**config.mk**
```make
export PLATFORM = sky130hd
export DESIGN_NAME = dma_usr_irq_flr_sched
export DESIGN_NICKNAME = d
export VERILOG_FILES = /design/src/rtl/dma_usr_irq_flr_sched.sv
export SDC_FILE = /design/constraint.sdc
export NUM_CORES = 1
export LEC_CHECK = 0
export ABC_AREA = 0
export CELL_PAD_IN_SITES_DETAIL_PLACEMENT = 1
export CELL_PAD_IN_SITES_GLOBAL_PLACEMENT = 1
export CORE_MARGIN = 2
export CORE_UTILIZATION = 52
export CTS_BUF_LIST = sky130_fd_sc_hd__clkbuf_8
export DETAILED_ROUTE_END_ITERATION = 7
export DONT_BUFFER_PORTS = 1
export PLACE_DENSITY_LB_ADDON = 0.15
export SLEW_MARGIN = 25
export SYNTH_ARGS = -nofsm -noshare
export SYNTH_HDL_FRONTEND = slang
export SYNTH_SLANG_ARGS = --single-unit
```
**constraint.sdc**
```tcl
create_clock -name clk -period 3.8 [get_ports clk]
set_input_delay 0.38 -clock clk [delete_from_list [all_inputs] [get_ports clk]]
set_output_delay 0.38 -clock clk [all_outputs]
set_load 0.01 [all_outputs]
```
**src/rtl/dma_usr_irq_flr_sched.sv**
```systemverilog
// ---------------------------------------------------------------------------
// dma_usr_irq_flr_sched
//
// Purpose:
//   Arbitrates user-interrupt set/clear requests from NUM_REQ requesters and
//   FLR-done notifications, then sequences them onto the DMA fabric input
//   port. That port has no backpressure. This block therefore issues at most
//   one single-cycle event at a time, and follows each event with GAP_CYCLES
//   quiet cycles.
//   FLR normally wins arbitration. After an FLR grant, pending interrupts win
//   the next slot, so the two paths alternate under contention. Interrupt
//   requesters are served round-robin.
//
// Ports:
//   clk, rst_n                 core clock, async active-low reset
//   en                         arbitration enable (blocks new grants only)
//   req_vld/set/vec/fnc        per-requester interrupt request and payload
//   req_rdy                    one-hot interrupt accept strobe (IDLE only)
//   flr_req_vld/fnc            FLR-done request and function
//   flr_req_rdy                FLR accept strobe (IDLE only)
//   usr_irq_set/clr/vec/fnc    fabric interrupt pulse and payload
//   flr_done_vld/fnc           fabric FLR-done pulse and function
//   busy                       high whenever not in IDLE
//   issued_cnt                 wrapping count of issued events
// ---------------------------------------------------------------------------
module dma_usr_irq_flr_sched #(
    parameter int NUM_REQ    = 4,
    parameter int GAP_CYCLES = 2,
    parameter int CNT_W      = 16
) (
    input  logic                 clk,
    input  logic                 rst_n,
    input  logic                 en,
    input  logic [NUM_REQ-1:0]   req_vld,
    input  logic [NUM_REQ-1:0]   req_set,
    input  logic [NUM_REQ*5-1:0] req_vec,
    input  logic [NUM_REQ*8-1:0] req_fnc,
    output logic [NUM_REQ-1:0]   req_rdy,
    input  logic                 flr_req_vld,
    input  logic [7:0]           flr_req_fnc,
    output logic                 flr_req_rdy,
    output logic                 usr_irq_set,
    output logic                 usr_irq_clr,
    output logic [4:0]           usr_irq_vec,
    output logic [7:0]           usr_irq_fnc,
    output logic                 flr_done_vld,
    output logic [7:0]           flr_done_fnc,
    output logic                 busy,
    output logic [CNT_W-1:0]     issued_cnt
);

    localparam int PTR_W = $clog2(NUM_REQ);
    localparam logic [3:0] GAP_LOAD = (GAP_CYCLES > 0) ? 4'(GAP_CYCLES - 1) : 4'd0;

    typedef enum logic [1:0] {S_IDLE, S_ISSUE, S_GAP} state_t;

    state_t             state_q, state_d;
    logic [PTR_W-1:0]   rr_ptr_q, rr_ptr_d;
    logic               flr_last_q, flr_last_d;
    logic [3:0]         gap_cnt_q, gap_cnt_d;
    logic [CNT_W-1:0]   cnt_q, cnt_d;
    logic               set_q, set_d, clr_q, clr_d, fd_vld_q, fd_vld_d;
    logic [4:0]         vec_q, vec_d;
    logic [7:0]         fnc_q, fnc_d, fd_fnc_q, fd_fnc_d;

    logic               can_grant, irq_any, irq_hit, flr_win;
    logic               grant_flr, grant_irq;
    logic [PTR_W-1:0]   irq_idx, idx_w;
    int                 idx;

    // Combinational arbitration. rst_n gates the strobes so that no accept
    // can be seen while the block is held in reset.
    always_comb begin
        // NOTE: every combinational output gets a default first so that no
        // path through the block leaves it unassigned (which would infer a latch).
        irq_hit = 1'b0;
        irq_idx = '0;
        idx     = 0;
        idx_w   = '0;
        for (int k = 0; k < NUM_REQ; k++) begin
            idx = int'(rr_ptr_q) + k;
            if (idx >= NUM_REQ) idx = idx - NUM_REQ;
            idx_w = PTR_W'(idx);
            if (!irq_hit && req_vld[idx_w]) begin
                irq_hit = 1'b1;
                irq_idx = idx_w;
            end
        end
        irq_any     = |req_vld;
        can_grant   = rst_n && en && (state_q == S_IDLE);
        flr_win     = flr_req_vld && !(flr_last_q && irq_any);
        grant_flr   = can_grant && flr_win;
        grant_irq   = can_grant && !flr_win && irq_hit;
        req_rdy     = grant_irq ? (NUM_REQ'(1) << irq_idx) : '0;
        flr_req_rdy = grant_flr;
    end

    // Next-state logic. The output registers default to zero, so every event
    // appears for exactly the one ISSUE cycle that follows its grant.
    always_comb begin
        state_d    = state_q;
        rr_ptr_d   = rr_ptr_q;
        flr_last_d = flr_last_q;
        gap_cnt_d  = gap_cnt_q;
        cnt_d      = cnt_q;
        set_d      = 1'b0;
        clr_d      = 1'b0;
        vec_d      = '0;
        fnc_d      = '0;
        fd_vld_d   = 1'b0;
        fd_fnc_d   = '0;
        case (state_q)
            S_IDLE: begin
                if (grant_flr) begin
                    fd_vld_d   = 1'b1;
                    fd_fnc_d   = flr_req_fnc;
                    flr_last_d = 1'b1;
                    state_d    = S_ISSUE;
                end else if (grant_irq) begin
                    set_d      = req_set[irq_idx];
                    clr_d      = !req_set[irq_idx];
                    vec_d      = req_vec[int'(irq_idx)*5 +: 5];
                    fnc_d      = req_fnc[int'(irq_idx)*8 +: 8];
                    flr_last_d = 1'b0;
                    rr_ptr_d   = (irq_idx == PTR_W'(NUM_REQ - 1)) ? '0 : irq_idx + PTR_W'(1);
                    state_d    = S_ISSUE;
                end
                // The count advances together with the pulse register, so it
                // already includes the event while that event is on the port.
                if (grant_flr || grant_irq) cnt_d = cnt_q + CNT_W'(1);
            end
            S_ISSUE: begin
                if (GAP_CYCLES == 0) begin
                    state_d = S_IDLE;
                end else begin
                    state_d   = S_GAP;
                    gap_cnt_d = GAP_LOAD;
                end
            end
            S_GAP: begin
                if (gap_cnt_q == 4'd0) state_d = S_IDLE;
                else                   gap_cnt_d = gap_cnt_q - 4'd1;
            end
            default: state_d = S_IDLE;
        endcase
    end

    always_ff @(posedge clk or negedge rst_n) begin
        if (!rst_n) begin
            state_q    <= S_IDLE;
            rr_ptr_q   <= '0;
            flr_last_q <= 1'b0;
            gap_cnt_q  <= '0;
            cnt_q      <= '0;
            set_q      <= 1'b0;
            clr_q      <= 1'b0;
            vec_q      <= '0;
            fnc_q      <= '0;
            fd_vld_q   <= 1'b0;
            fd_fnc_q   <= '0;
        end else begin
            // NOTE: state registers use non-blocking assignments so that every
            // flop samples the pre-edge value of every other flop.
            state_q    <= state_d;
            rr_ptr_q   <= rr_ptr_d;
            flr_last_q <= flr_last_d;
            gap_cnt_q  <= gap_cnt_d;
            cnt_q      <= cnt_d;
            set_q      <= set_d;
            clr_q      <= clr_d;
            vec_q      <= vec_d;
            fnc_q      <= fnc_d;
            fd_vld_q   <= fd_vld_d;
            fd_fnc_q   <= fd_fnc_d;
        end
    end

    assign usr_irq_set  = set_q;
    assign usr_irq_clr  = clr_q;
    assign usr_irq_vec  = vec_q;
    assign usr_irq_fnc  = fnc_q;
    assign flr_done_vld = fd_vld_q;
    assign flr_done_fnc = fd_fnc_q;
    assign busy         = (state_q != S_IDLE);
    assign issued_cnt   = cnt_q;

endmodule

```
Word-level counts from Yosys, hierarchy flattened:

Cells that the tools add are included.

* add/subtract/negate cells: 10
* multipliers: 1
* divide/modulo/power cells: 0
* magnitude comparators: 9
* equal/unequal tests: 6
* shift-type cells: 3
* multiplexer cells: 48
* bitwise operators: 1
* reduce and logical (&&, ||, !) cells: 28

Operators by type and width (count)
* 8-bit 2-to-1 mux: 5
* 32-bit by 6-bit indexed part select with 8-bit output: 1
* 2-bit 2-to-1 mux: 12
* 20-bit by 6-bit indexed part select with 5-bit output: 1
* 1-bit 2-to-1 mux: 19
* 16-bit by 1-bit adder with 16-bit output (second input constant): 1
* 2-bit by 3-bit less-than comparator with 1-bit output (second input constant): 5
* 5-bit 2-to-1 mux: 3
* 1-bit binary-select mux with 2-bit select: 5
* 1-bit logical AND: 10
* 3-bit >= comparator (second input constant): 3
* 4-bit 2-to-1 mux: 2
* 4-bit case mux with 2 select lines: 1
* 2-bit AND reduction: 4
* 2-bit by 1-bit subtractor with 2-bit output (second input constant): 4
* 2-bit by 2-bit adder with 3-bit output (second input constant): 2
* 1-bit logical NOT: 6
* 2-bit case mux with 3 select lines: 1
* 2-bit nonzero test: 3
* 2-bit by 3-bit multiplier with 5-bit output (second input constant): 1
* 2-bit == test (second input constant): 2
* 4-bit logical NOT: 1
* 2-bit inequality test (second input constant): 2
* 4-bit OR reduction: 1
* 11 further kinds: 11

* flip-flop bits (word level): 49
* bits in latches: 0
* bits in writable memories: 0
* ROM bits: 0
* bits of input ports: 72
* output and inout bits: 46
* memories kept: 0

Longest topological paths before layout:

* depth after elaboration: 20
* mapped depth: 9

Worst setup path after synthesis:

Ideal clock, no wire load.

* path type: register to output
* from: register rr_ptr_q[1]
* to: output port req_rdy[0]
* arrival: 1.685 ns
* path slack: 1.735 ns
* stages on the path, launching flop included: 10
* buffers on the path: 3
* cell sequence: dfrtp_1 clkbuf_2 a21oi_1 o21ai_0 o2bb2a_1 clkbuf_1 buf_2 inv_1 ha_1 and2_1

* longest elaborated chain between the ends: 16
* elaborated cells between the ends (all ways): 40
* classes of those cells: 7 x add/sub; 4 x order compare; 1 x shift; 21 x mux; 7 x reduce/logical

Ends and longest elaborated chain
* start, declared: line 58 `logic [PTR_W-1:0] rr_ptr_q, rr_ptr_d;`
* start signal, assigned: line 165 `rr_ptr_q <= rr_ptr_d;`
* branches (longest 15 deep; another with 2-bit by 1-bit adder with 3-bit output)
* 4-bit 2-to-1 mux *: line 94 `req_rdy = grant_irq ? (NUM_REQ'(1) << irq_idx) : '0;`
* end, declared: line 38 `output logic [NUM_REQ-1:0] req_rdy,`

Every way passes the cells marked *. The select of a mux whose other input is x is not followed.

Final worst setup path:

* from: register rr_ptr_q[1]
* to: output port req_rdy[1]

Same word-level chain as after synthesis.

==> flow_metrics.tcl <==
set metrics [dict create \
    antenna_found_initial 0 \
    async_flop_share_pct 100 \
    root_buffer "clkbuf_8" \
    tightest_slew_ps 906 \
    design_area_um2 2610 \
    max-cap-violations 0 \
    met3WireLength_um 496 \
    core-area_um2 4660 \
    crit_path_start_kind "flip-flop" \
    rsz0062_at_grt "false" \
    yosys-top-cells-count "dfrtp_1, mux2i_1, o22ai_1" \
    post-synth-top-area-cell "dfrtp_1" \
    reg2reg_to "rr_ptr_q[1]" \
    clk_latency_ps 300 \
    crit_end "req_rdy[1]" \
    fill_cells 489 \
    antenna_cells 0 \
    highest_layer "met4" \
    grt_max_degree 50 \
    path_class "reg2out" \
    leakagePower_nw 1.21 \
    timing.rr.start "rr_ptr_q[1]" \
    first_global_vias 1899 \
    cp.required_ps 3420 \
    period_needed_ps 2840 \
    synth_top_area_share_pct 49.2 \
    wl_met1_um 2010 \
    whs_path_depth 1 \
    peakVddDrop_mv 0.234 \
    die_width_um 73.2 \
    wl_per_cell_um 20.7 \
    synth_area_leaders "dfrtp_1, mux2i_1, xnor2_1, o22ai_1, and2_1" \
    power_mw 1.47 \
    synth_edf_count 0 \
    yosys_register_bits 49 \
    setup_viol 0 \
    first_pass_iters 6 \
    slew_viol_final 0 \
    cp_num_cells 6 \
    fin_crit_sh_pct 74.8 \
    crit_fanout 32 \
    synth_cells 222 \
    syn-num-nets 300 \
    syn_to_final_growth_pct 4.72 \
    path_buf_inv 1 \
    drtIter0Drc 98 \
    portBuffers 0 \
    clock.fmax_mhz 352 \
    maxSlewHeadroom_pct 39.6 \
    die-area_um2 5360 \
    cts_buffer_depth 2 \
    nets 298 \
    crit_path_max_incr_delay_ps 840 \
    num_vias 1745 \
    final_layout_size_suffix_gt1_share_pct 14.0 \
    r2r_slack_ps 1490 \
    end_kind "primary output" \
    route.met2.wl_um 3090 \
    io_pins 118 \
    critical-path-top-delay-family "compound AO/OA/AOI/OAI gates" \
    outcome "complete, no violations" \
    cts_buffers 5 \
    synth_area_um2 2490 \
    initial_core_util_pct 53.4 \
    hp-class "in2reg" \
    ys_seq_area_share_pct 49.2 \
    worst-r2r-cell-count 5 \
    postSynthAreaPerCell_um2 11.2 \
    crit_chain "a21oi_1 > o21ai_0 > o2bb2a_2 > inv_1 > ha_1 > and2_1" \
    cts_tree "done" \
    hold_viol 0 \
    die_y_um 73.2 \
    htree_levels 2 \
    num_rows 25 \
    fin_skew_ps 9.09 \
    arrival_ps 2460 \
    grt_pass1_wl_um 8950 \
    overflow 0 \
    place_congestion 0.716 \
    synth-main-ff-cell "dfrtp_1" \
    cts.sinks 49 \
    cts_resized 0 \
    drc 0 \
    crit_start "rr_ptr_q[1]" \
    final_core_util_pct 56.0 \
    slowest_stage "o2bb2a_2" \
    yosysMostFrequentCell "dfrtp_1" \
    dp_hpwl_um 4260 \
    cts.clk_slew.worst_paths_ps 90 \
    powerDensity_nw_per_um2 565 \
    ant_nets 0 \
    synthDistinctLibCells 40 \
    wirelength_um 5700 \
    ys_warn_count 0 \
    place_area_um2 2490 \
    grt_use_total_pct 22.1 \
    vias_per_cell 6.35 \
    tns_ps 0 \
]
-- worst min-delay path by stage --
stage                               from         endpoint  slack (ps)
after global routing      flr_req_fnc[1]  flr_done_fnc[1]         210
after floorplan                    rst_n  flr_done_fnc[0]          80
after global placement             rst_n     gap_cnt_q[3]          90
after CTS                 flr_req_fnc[4]  flr_done_fnc[4]         200
after detailed placement           rst_n     gap_cnt_q[3]          90
final                     flr_req_fnc[4]  flr_done_fnc[4]         210
-- per-layer routing --
metal	up-vias	track usage [%]
met5	-	0
met2	87	40.8
li1	779	-
met3	9	7.60
met4	0	9.05
met1	870	22.4
-- where the power goes --
group	leakage (nW)	switching, mW	internal (mW)
logic	0.496	0.234	0.206
clock network	0.0491	0.164	0.125
registers	0.660	0.136	0.609
total	1.21	0.534	0.941
-- flip-flops by register name, summed over array words and instances, names as in the netlist --
register / cells
state_q: 2
usr_irq_vec: 5
gap_cnt_q: 4
issued_cnt: 16
flr_done_vld: 1
flr_done_fnc: 8
usr_irq_set: 1
rr_ptr_q: 2
usr_irq_fnc: 8
flr_last_q: 1
usr_irq_clr: 1
-- kinds of logic (layout without fill, tap and decap cells) --
family	count (synthesis)	in the layout	synth area share, %
buffers and inverters	21	20	4.37
DFF	49	49	49.2
adders and majority gates	6	6	3.01
xor gates and xnor gates	15	15	5.27
AOI/OAI and AO/OA	39	39	9.59
and+or+nand+nor	59	59	15.0
muxes	33	33	13.5
-- timing repair --
item                      in CTS  in global routing
hold endpoints to repair      49                  0
hold buffers                   2                  0
setup buffers                  0                  0
-- layout by cell type (no fill, tap or decap), types with 2 or more instances in the layout --
| master | count |
|---|---|
| nand2_2 | 4 |
| nand2_1 | 11 |
| o22ai_1 | 16 |
| mux2_2 | 5 |
| nor2_1 | 4 |
| a21oi_1 | 11 |
| clkinv_2 | 2 |
| mux2i_1 | 28 |
| xor2_1 | 2 |
| a31oi_1 | 2 |
| xnor2_1 | 13 |
| nand2b_1 | 2 |
| nor3_1 | 7 |
| inv_1 | 11 |
| nand3_2 | 5 |
| clkbuf_8 | 5 |
| dfrtp_1 | 49 |
| ha_1 | 6 |
| o21ai_0 | 4 |
| and3_1 | 2 |
| and2_1 | 13 |
-- per-stage QoR --
stage / cells / setup WS [ps] / hold WS, ps
2_1_floorplan: 222 / 1740 / 84.4
3_3_place_gp: 265 / 1460 / 85.5
3_5_place_dp: 265 / 1260 / 85.5
4_1_cts: 275 / 908 / 204
5_1_grt: 275 / 751 / 213
6_report: 275 / 957 / 213
-- layout make-up --
cell class,count,area (um^2),area share [%]
inverters,10,37.5,1.44
clock buffers,5,68.8,2.64
multi-input cells,152,1160,44.4
repair buffers,2,37.5,1.44
flip-flops and latches,49,1230,47.0
well taps,54,67.6,2.59
clock inverters,3,13.8,0.528
No activity file was read; power rests on OpenSTA's default activity.
